**src/rtl/ghost_pkg.sv**
```systemverilog
// Shared types and helpers for the ghost navigation block: direction codes,
// mode one-hot constants, personality codes and FSM state encoding.
package ghost_pkg;

  typedef enum logic [1:0] {
    DIR_UP    = 2'd0,
    DIR_LEFT  = 2'd1,
    DIR_DOWN  = 2'd2,
    DIR_RIGHT = 2'd3
  } dir_e;

  localparam logic [3:0] MODE_CHASE   = 4'b1000;
  localparam logic [3:0] MODE_SCATTER = 4'b0100;
  localparam logic [3:0] MODE_FRIGHT  = 4'b0010;
  localparam logic [3:0] MODE_EATEN   = 4'b0001;

  localparam int PERS_BLINKY = 0;
  localparam int PERS_PINKY  = 1;
  localparam int PERS_INKY   = 2;
  localparam int PERS_CLYDE  = 3;

  typedef enum logic [2:0] {
    S_IDLE   = 3'd0,
    S_FETCH  = 3'd1,
    S_WAIT   = 3'd2,
    S_TARGET = 3'd3,
    S_DIST   = 3'd4,
    S_SELECT = 3'd5,
    S_DONE   = 3'd6
  } state_e;

  function automatic dir_e opposite(input dir_e d);
    return dir_e'(d ^ 2'b10);
  endfunction

  // Anything that is not exactly one-hot falls back to scatter.
  function automatic logic [3:0] norm_mode(input logic [3:0] m);
    case (m)
      MODE_CHASE, MODE_SCATTER, MODE_FRIGHT, MODE_EATEN: return m;
      default: return MODE_SCATTER;
    endcase
  endfunction

endpackage

```
**src/rtl/ghost_target.sv**
```systemverilog
// Combinational target-tile selection for one ghost personality.
// Arithmetic is signed COORD_W+2 bits; the result is clamped to the tile range.
module ghost_target
  import ghost_pkg::*;
#(
  parameter int COORD_W     = 8,
  parameter int PERSONALITY = PERS_INKY,
  parameter int SCATTER_X   = 0,
  parameter int SCATTER_Y   = 0,
  parameter int HOME_X      = 13,
  parameter int HOME_Y      = 14
) (
  input  logic [3:0]         mode,
  input  logic [COORD_W-1:0] pac_x,
  input  logic [COORD_W-1:0] pac_y,
  input  logic [1:0]         pac_dir,
  input  logic [COORD_W-1:0] blinky_x,
  input  logic [COORD_W-1:0] blinky_y,
  input  logic [COORD_W-1:0] cur_x,
  input  logic [COORD_W-1:0] cur_y,
  output logic [COORD_W-1:0] tgt_x,
  output logic [COORD_W-1:0] tgt_y
);

  localparam int SW = COORD_W + 2;
  localparam int WW = 2 * SW;
  localparam logic signed [SW-1:0] CMAX = SW'((1 << COORD_W) - 1);

  function automatic logic signed [SW-1:0] sx(input logic [COORD_W-1:0] v);
    return $signed({2'b00, v});
  endfunction

  function automatic logic [COORD_W-1:0] clamp(input logic signed [SW-1:0] v);
    if (v < 0) return '0;
    if (v > CMAX) return '1;
    return v[COORD_W-1:0];
  endfunction

  logic signed [SW-1:0] px, py, ux, uy, rx, ry, dx, dy;
  logic signed [WW-1:0] dxw, dyw, d2;

  always_comb begin
    px = sx(pac_x);
    py = sx(pac_y);
    ux = '0;
    uy = '0;
    case (dir_e'(pac_dir))
      DIR_UP:    uy = '1;
      DIR_LEFT:  ux = '1;
      DIR_DOWN:  uy = SW'(1);
      DIR_RIGHT: ux = SW'(1);
      default: ;
    endcase
    dx  = px - sx(cur_x);
    dy  = py - sx(cur_y);
    dxw = WW'(dx);
    dyw = WW'(dy);
    d2  = dxw * dxw + dyw * dyw;

    rx = px;
    ry = py;
    if (mode == MODE_EATEN) begin
      rx = SW'(HOME_X);
      ry = SW'(HOME_Y);
    end else if (mode == MODE_CHASE) begin
      case (PERSONALITY)
        PERS_PINKY: begin
          rx = px + (ux <<< 2);
          ry = py + (uy <<< 2);
        end
        PERS_INKY: begin
          rx = ((px + (ux <<< 1)) <<< 1) - sx(blinky_x);
          ry = ((py + (uy <<< 1)) <<< 1) - sx(blinky_y);
        end
        PERS_CLYDE: begin
          if (d2 < 64) begin
            rx = SW'(SCATTER_X);
            ry = SW'(SCATTER_Y);
          end
        end
        default: ;
      endcase
    end else if (mode != MODE_FRIGHT) begin
      rx = SW'(SCATTER_X);
      ry = SW'(SCATTER_Y);
    end
    tgt_x = clamp(rx);
    tgt_y = clamp(ry);
  end

endmodule

```
**src/rtl/ghost_nav.sv**
```systemverilog
// Ghost move engine: fetches walls for the current tile, picks a target and
// chooses the next tile/direction, one FSM state per cycle.
//
//   state  | meaning
//   IDLE   | waiting for start; inputs latched and LFSR stepped on accept
//   FETCH  | rom_addr presented to the wall ROM
//   WAIT   | rom_data captured, remapped to direction order
//   TARGET | target tile and candidate mask registered
//   DIST   | squared distance per candidate neighbour registered
//   SELECT | winner chosen, next_* registered
//   DONE   | done pulse, next_* valid
module ghost_nav
  import ghost_pkg::*;
#(
  parameter int          COORD_W     = 8,
  parameter int          MAP_W       = 28,
  parameter int          PERSONALITY = 2,
  parameter int          SCATTER_X   = 0,
  parameter int          SCATTER_Y   = 0,
  parameter int          HOME_X      = 13,
  parameter int          HOME_Y      = 14,
  parameter logic [15:0] LFSR_SEED   = 16'hACE1
) (
  input  logic               sysclk,
  input  logic               resetn,
  input  logic               start,
  output logic               busy,
  output logic               done,
  input  logic [COORD_W-1:0] pac_x,
  input  logic [COORD_W-1:0] pac_y,
  input  logic [1:0]         pac_dir,
  input  logic [COORD_W-1:0] blinky_x,
  input  logic [COORD_W-1:0] blinky_y,
  input  logic [COORD_W-1:0] cur_x,
  input  logic [COORD_W-1:0] cur_y,
  input  logic [1:0]         cur_dir,
  input  logic [3:0]         mode,
  input  logic               reverse,
  output logic [15:0]        rom_addr,
  input  logic [3:0]         rom_data,
  output logic [COORD_W-1:0] next_x,
  output logic [COORD_W-1:0] next_y,
  output logic [1:0]         next_dir
);

  localparam int SW = COORD_W + 2;
  localparam int DW = 2 * COORD_W + 3;
  localparam logic [COORD_W-1:0] X_LAST = COORD_W'(MAP_W - 1);

  function automatic logic [DW-1:0] dist_sq(input logic [COORD_W-1:0] ax, input logic [COORD_W-1:0] ay,
                                            input logic [COORD_W-1:0] bx, input logic [COORD_W-1:0] by);
    logic signed [SW-1:0] dx, dy;
    logic signed [DW-1:0] ex, ey;
    dx = $signed({2'b00, ax}) - $signed({2'b00, bx});
    dy = $signed({2'b00, ay}) - $signed({2'b00, by});
    ex = DW'(dx);
    ey = DW'(dy);
    return $unsigned(ex * ex + ey * ey);
  endfunction

  state_e state_q, state_d;
  logic [COORD_W-1:0] pac_x_q, pac_x_d, pac_y_q, pac_y_d;
  logic [COORD_W-1:0] blinky_x_q, blinky_x_d, blinky_y_q, blinky_y_d;
  logic [COORD_W-1:0] cur_x_q, cur_x_d, cur_y_q, cur_y_d;
  logic [1:0]         pac_dir_q, pac_dir_d, cur_dir_q, cur_dir_d;
  logic [3:0]         mode_q, mode_d;
  logic               reverse_q, reverse_d;
  logic [3:0]         clear_q, clear_d;
  logic [3:0]         cand_q, cand_d;
  logic [COORD_W-1:0] tgt_x_q, tgt_x_d, tgt_y_q, tgt_y_d;
  logic [3:0][DW-1:0] dist_q, dist_d;
  logic [15:0]        rom_addr_q, rom_addr_d;
  logic [COORD_W-1:0] next_x_q, next_x_d, next_y_q, next_y_d;
  logic [1:0]         next_dir_q, next_dir_d;
  logic [15:0]        lfsr_q, lfsr_d;

  logic [COORD_W-1:0] tgt_x_w, tgt_y_w;
  logic [3:0][COORD_W-1:0] nbr_x, nbr_y;
  logic [1:0]         pick;
  logic               found;
  logic [DW-1:0]      best;
  dir_e               opp;

  ghost_target #(
    .COORD_W     (COORD_W),
    .PERSONALITY (PERSONALITY),
    .SCATTER_X   (SCATTER_X),
    .SCATTER_Y   (SCATTER_Y),
    .HOME_X      (HOME_X),
    .HOME_Y      (HOME_Y)
  ) u_target (
    .mode     (mode_q),
    .pac_x    (pac_x_q),
    .pac_y    (pac_y_q),
    .pac_dir  (pac_dir_q),
    .blinky_x (blinky_x_q),
    .blinky_y (blinky_y_q),
    .cur_x    (cur_x_q),
    .cur_y    (cur_y_q),
    .tgt_x    (tgt_x_w),
    .tgt_y    (tgt_y_w)
  );

  // x wraps through the tunnel; y saturates at the map edge.
  always_comb begin
    for (int d = 0; d < 4; d++) begin
      nbr_x[d] = cur_x_q;
      nbr_y[d] = cur_y_q;
      case (2'(d))
        DIR_UP:    nbr_y[d] = (cur_y_q == '0) ? cur_y_q : cur_y_q - COORD_W'(1);
        DIR_LEFT:  nbr_x[d] = (cur_x_q == '0) ? X_LAST : cur_x_q - COORD_W'(1);
        DIR_DOWN:  nbr_y[d] = (cur_y_q == '1) ? cur_y_q : cur_y_q + COORD_W'(1);
        DIR_RIGHT: nbr_x[d] = (cur_x_q >= X_LAST) ? '0 : cur_x_q + COORD_W'(1);
        default: ;
      endcase
    end
  end

  // Scanning in code order gives the UP > LEFT > DOWN > RIGHT tie-break.
  always_comb begin
    pick  = 2'd0;
    found = 1'b0;
    best  = '1;
    if (mode_q == MODE_FRIGHT) begin
      if (cand_q[lfsr_q[1:0]]) begin
        pick = lfsr_q[1:0];
      end else begin
        for (int d = 0; d < 4; d++) begin
          if (cand_q[d] && !found) begin
            pick  = 2'(d);
            found = 1'b1;
          end
        end
      end
    end else begin
      for (int d = 0; d < 4; d++) begin
        if (cand_q[d] && (!found || dist_q[d] < best)) begin
          pick  = 2'(d);
          best  = dist_q[d];
          found = 1'b1;
        end
      end
    end
  end

  always_comb begin
    state_d    = state_q;
    pac_x_d    = pac_x_q;
    pac_y_d    = pac_y_q;
    pac_dir_d  = pac_dir_q;
    blinky_x_d = blinky_x_q;
    blinky_y_d = blinky_y_q;
    cur_x_d    = cur_x_q;
    cur_y_d    = cur_y_q;
    cur_dir_d  = cur_dir_q;
    mode_d     = mode_q;
    reverse_d  = reverse_q;
    clear_d    = clear_q;
    cand_d     = cand_q;
    tgt_x_d    = tgt_x_q;
    tgt_y_d    = tgt_y_q;
    dist_d     = dist_q;
    rom_addr_d = rom_addr_q;
    next_x_d   = next_x_q;
    next_y_d   = next_y_q;
    next_dir_d = next_dir_q;
    lfsr_d     = lfsr_q;
    opp        = opposite(dir_e'(cur_dir_q));

    case (state_q)
      S_IDLE: begin
        if (start) begin
          state_d    = S_FETCH;
          pac_x_d    = pac_x;
          pac_y_d    = pac_y;
          pac_dir_d  = pac_dir;
          blinky_x_d = blinky_x;
          blinky_y_d = blinky_y;
          cur_x_d    = cur_x;
          cur_y_d    = cur_y;
          cur_dir_d  = cur_dir;
          mode_d     = norm_mode(mode);
          reverse_d  = reverse;
          rom_addr_d = 16'(cur_y) * 16'(MAP_W) + 16'(cur_x);
          lfsr_d     = {lfsr_q[0] ^ lfsr_q[2] ^ lfsr_q[3] ^ lfsr_q[5], lfsr_q[15:1]};
        end
      end
      S_FETCH: state_d = S_WAIT;
      S_WAIT: begin
        state_d = S_TARGET;
        // ROM order {left,right,up,down} -> direction-code order {R,D,L,U}
        clear_d = {rom_data[2], rom_data[0], rom_data[3], rom_data[1]};
      end
      S_TARGET: begin
        state_d = S_DIST;
        tgt_x_d = tgt_x_w;
        tgt_y_d = tgt_y_w;
        if (reverse_q) cand_d = clear_q[opp] ? (4'b0001 << opp) : 4'b0000;
        else           cand_d = clear_q & ~(4'b0001 << opp);
      end
      S_DIST: begin
        state_d = S_SELECT;
        for (int d = 0; d < 4; d++) begin
          dist_d[d] = cand_q[d] ? dist_sq(nbr_x[d], nbr_y[d], tgt_x_q, tgt_y_q) : '1;
        end
      end
      S_SELECT: begin
        state_d = S_DONE;
        if (cand_q != 4'b0000) begin
          next_x_d   = nbr_x[pick];
          next_y_d   = nbr_y[pick];
          next_dir_d = pick;
        end else begin
          next_x_d   = cur_x_q;
          next_y_d   = cur_y_q;
          next_dir_d = cur_dir_q;
        end
      end
      S_DONE:  state_d = S_IDLE;
      default: state_d = S_IDLE;
    endcase
  end

  always_ff @(posedge sysclk) begin
    if (!resetn) begin
      state_q    <= S_IDLE;
      pac_x_q    <= '0;
      pac_y_q    <= '0;
      pac_dir_q  <= '0;
      blinky_x_q <= '0;
      blinky_y_q <= '0;
      cur_x_q    <= '0;
      cur_y_q    <= '0;
      cur_dir_q  <= '0;
      mode_q     <= MODE_SCATTER;
      reverse_q  <= 1'b0;
      clear_q    <= '0;
      cand_q     <= '0;
      tgt_x_q    <= '0;
      tgt_y_q    <= '0;
      dist_q     <= '1;
      rom_addr_q <= '0;
      next_x_q   <= '0;
      next_y_q   <= '0;
      next_dir_q <= DIR_LEFT;
      lfsr_q     <= LFSR_SEED;
    end else begin
      state_q    <= state_d;
      pac_x_q    <= pac_x_d;
      pac_y_q    <= pac_y_d;
      pac_dir_q  <= pac_dir_d;
      blinky_x_q <= blinky_x_d;
      blinky_y_q <= blinky_y_d;
      cur_x_q    <= cur_x_d;
      cur_y_q    <= cur_y_d;
      cur_dir_q  <= cur_dir_d;
      mode_q     <= mode_d;
      reverse_q  <= reverse_d;
      clear_q    <= clear_d;
      cand_q     <= cand_d;
      tgt_x_q    <= tgt_x_d;
      tgt_y_q    <= tgt_y_d;
      dist_q     <= dist_d;
      rom_addr_q <= rom_addr_d;
      next_x_q   <= next_x_d;
      next_y_q   <= next_y_d;
      next_dir_q <= next_dir_d;
      lfsr_q     <= lfsr_d;
    end
  end

  assign busy     = (state_q != S_IDLE);
  assign done     = (state_q == S_DONE);
  assign rom_addr = rom_addr_q;
  assign next_x   = next_x_q;
  assign next_y   = next_y_q;
  assign next_dir = next_dir_q;

endmodule

```
**config.mk**
```make
export PLATFORM = sky130hd
export DESIGN_NAME = ghost_nav
export DESIGN_NICKNAME = d
export VERILOG_FILES = /design/src/rtl/ghost_pkg.sv /design/src/rtl/ghost_target.sv /design/src/rtl/ghost_nav.sv
export SDC_FILE = /design/constraint.sdc
export NUM_CORES = 2
export LEC_CHECK = 0
export ABC_AREA = 1
export BUFFER_PORTS_ARGS = -buffer_cell sky130_fd_sc_hd__buf_2
export CAP_MARGIN = 20
export CORE_MARGIN = 5
export CORE_UTILIZATION = 31
export CTS_CLUSTER_SIZE = 20
export DETAILED_ROUTE_END_ITERATION = 7
export PLACE_DENSITY = 0.49
export SLEW_MARGIN = 10
export SYNTH_ARGS = -nofsm -noshare
export SYNTH_HDL_FRONTEND = slang
export SYNTH_HIERARCHICAL = 1
export SYNTH_SLANG_ARGS = --single-unit
```
**constraint.sdc**
```tcl
create_clock -name sysclk -period 9.5 [get_ports sysclk]
set_input_delay 0.95 -clock sysclk [delete_from_list [all_inputs] [get_ports sysclk]]
set_output_delay 0.95 -clock sysclk [all_outputs]
set_load 0.01 [all_outputs]
```
==> results.tsv <==
stage	metric	value	unit
detailed_routing	routed_wl	91200	µm
place	place_congestion	0.8670	
synthesis	synth.distinct_cells	49	
cts	root_buffer	clkbuf_16	
die	die_height	332.6	µm
timing	hold_viol_final	0	
timing	clock_skew	0.03067	ns
timing	rsz0062_at_grt	true	
setup_path	r2r_slack	0.45	ns
cts	cts_tree	built	
setup_path	worst_path_most_repeated_cell	inv_1	
final_layout	layout_common_cells	942 x inv_1, 568 x nand2_1, 430 x fa_1	
final_layout	diodes	0	
final_layout	syn2layout_area_growth	14.10	%
timing	maxSlewViolCount	0	
setup_path	slowest_delay	0.50	ns
synthesis	ys_seq_area_share	12.79	%
timing	worst_pin_slew	1.062	ns
cts	cts.sinks	206	
timing	max_slew_margin	28.52	%
cts	htree_levels	1	
synthesis	syn_avg_cell_area	7.770	µm²
cts	clock_tree.buffer_depth	3	
place	dp_hpwl	76620	µm
synthesis	synthCells	4151	
timing	final.setup.tns	0	ns
synthesis	synth_edf_count	0	
grt	grt_max_degree	72	
final_layout	nNetsFinal	5258	
setup_path	start_kind	register	
detailed_routing	first_pass_iters	5	
timing	fin_crit_sh	95.28	%
die	core_area	103500	µm²
timing	setup_viol	0	
cts	insertion_delay	0.59	ns
detailed_routing	drt-initial-drc-count	1263	
grt	grt-ovfl-total	0	
detailed_routing	vias	26127	
hold_path	hold_path.class	register to register	
setup_path	cp-end-kind	register	
detailed_routing	vias_per_cell	4.546	
timing	holdWs	0.4574	ns
place	io_buffers	97	
hold_path	hold_start	lfsr_q[13]	
synthesis	yosysWarnings	6	
setup_path	r2r_cells	46	
grt	grt_pass1_wl	146800	µm
setup_path	worstSetupPathType	register to register	
final_layout	multi_input_area	24620	µm²
final_layout	seq_area	4125	µm²
detailed_routing	drc_errors	0	
setup_path	rr_startpoint	cur_y_q[0]	
hold_path	hold_path_end	lfsr_q[13]	
grt	track_usage	16.38	%
run	cap_violations	0	
final_layout	final_common_cell	inv_1	
detailed_routing	antenna_left	0	
timing	finalCriticalPeriod	9.051	ns
synthesis	ys.flop_type	dfxtp_1	
run_status	status	finished, final reports clean	
grt	grt_pass1_vias	26798	
setup_path	path_max_fanout	4	
grt	antenna_found_initial	1	
setup_path	crit_arrival	9.53	ns
die	row_count	118	
detailed_routing	wl_per_cell	15.87	µm
setup_path	required	9.97	ns
final_layout	drive_gt1_share	11.54	%
setup_path	slowest_stage	fa_1	
hold_path	holdPathStages	2	
die	die-area	110600	µm²
synthesis	synth_area	32250	µm²
cts	cts_buffers	29	
die	boundaryPins	100	
cts	clkTransAtPathRegs	0.07	ns
timing	fmax	0.1105	GHz
synthesis	synth-seq-cells	206	
final_layout	nFillCells	10974	
die	initial_utilization	31.16	%
setup_path	r2r_end	dist_q[35]	
die	die_w	332.6	µm
synthesis	ys_async_sr_fraction	0	%
-- flip-flops by register name, indices dropped and copies added (netlist names) --
register,count
tgt_y_q,8
next_dir,2
pac_y_q,8
blinky_x_q,8
cur_y_q,8
dist_q,76
pac_x_q,8
cur_dir_q,2
tgt_x_q,8
lfsr_q,16
cur_x_q,8
blinky_y_q,8
reverse_q,1
rom_addr,12
next_y,8
next_x,8
state_q,3
clear_q,4
pac_dir_q,2
cand_q,4
mode_q,4
-- per-stage QoR --
step / cell area, µm² / cells / util [%] / setup WS [ns]
after floorplan: 32270 / 4155 / - / 0.04692
after global placement: 35210 / 5684 / 34.02 / 0.1675
after detailed placement: 35230 / 5685 / 34.04 / 0.09858
after CTS: 36210 / 5739 / 34.98 / 0.005485
after global routing: 36800 / 5747 / 35.56 / -0.06861
final: 36800 / 5747 / 35.56 / 0.4488
-- layer usage --
| metal | share of wire (%) | global-route usage (%) |
|---|---|---|
| met1 | 47 | 22.46 |
| met2 | 46 | 27.69 |
| met3 | 3.7 | 2.079 |
| met4 | 2.6 | 3.800 |
| met5 | 0 | 0 |
-- cells by family (layout without fill, tap and decap cells) --
logic type / count (synthesis) / after routing / share of synthesized area [%]
AND/OR/NAND/NOR: 1212 / 1212 / 16.14
AO/OA/AOI/OAI: 658 / 658 / 11.16
other: 1 / 5 / 0.01163
XOR/XNOR: 155 / 155 / 4.209
buffers and inverters: 1069 / 1281 / 12.59
flip-flops: 206 / 206 / 12.79
adder cells (fa/ha/maj): 850 / 850 / 43.10
-- Yosys cell counts (4+ instances only) --
| cell type | instances | area share [%] |
|---|---|---|
| nor3_1 | 20 | 0.31 |
| fa_1 | 435 | 27 |
| nand3b_1 | 7 | 0.16 |
| and2_1 | 8 | 0.16 |
| dfxtp_1 | 206 | 13 |
| clkbuf_1 | 83 | 0.97 |
| xnor2_1 | 51 | 1.4 |
| o211ai_1 | 21 | 0.49 |
| o21bai_1 | 23 | 0.54 |
| nand2_1 | 572 | 6.7 |
| nand3_2 | 4 | 0.12 |
| inv_2 | 6 | 0.070 |
| nor2_2 | 16 | 0.31 |
| or2_2 | 28 | 0.54 |
| ha_1 | 415 | 16 |
| nand3_1 | 106 | 1.6 |
| nor2_1 | 381 | 4.4 |
| o22ai_1 | 46 | 0.89 |
| a21o_1 | 18 | 0.42 |
| o31ai_1 | 12 | 0.28 |
| inv_4 | 4 | 0.078 |
| o21ai_0 | 240 | 3.7 |
| a211oi_1 | 4 | 0.093 |
| inv_1 | 958 | 11 |
| clkinv_1 | 5 | 0.058 |
| nand3_4 | 5 | 0.27 |
| nor4_1 | 6 | 0.12 |
| buf_4 | 5 | 0.12 |
| nand4_1 | 19 | 0.37 |
| nand2_2 | 23 | 0.45 |
| xor2_1 | 104 | 2.8 |
| a21oi_1 | 268 | 4.2 |
| a31oi_1 | 12 | 0.23 |
| nand2_4 | 11 | 0.38 |
-- what timing repair did --
action / CTS / global route
hold buffers: 0 / 0
buffers inserted: 0 / 9
setup endpoints to repair: 0 / 24
resized for setup: 0 / 122
-- critical path, delay by kind of cell (launching register included) --
| family | cells | cell delay, ns |
|---|---|---|
| AND/OR/NAND/NOR | 8 | 1.10 |
| flip-flops | 1 | 0.32 |
| AO/OA/AOI/OAI | 9 | 1.18 |
| adder cells (fa/ha/maj) | 12 | 4.83 |
| buffers and inverters | 15 | 1.20 |
| XOR/XNOR | 2 | 0.28 |
-- how the worst max path moves through the flow --
stage | start | endpoint | slack (ns)
floorplan | cur_x_q[0] | dist_q[56] | 0.05
global placement | cur_x_q[0] | dist_q[56] | 0.17
detailed placement | cur_x_q[0] | dist_q[55] | 0.1
CTS | cur_x_q[0] | dist_q[55] | 0.005
global route | cur_x_q[0] | dist_q[55] | -0.07
finish | cur_y_q[0] | dist_q[35] | 0.45
-- area by class of cell --
type | instances | share of cell area, %
Clock buffer | 37 | 2.108
Clock inverter | 17 | 0.5372
Inverter | 973 | 9.955
Multi-Input combinational cell | 2880 | 66.90
Sequential cell | 206 | 11.21
Tap cell | 1380 | 4.692
Timing Repair Buffer | 254 | 4.597
Power is left out: the tool's default activity adds up to more than one toggle a clock period on the data nets, which glitch-free logic cannot reach.
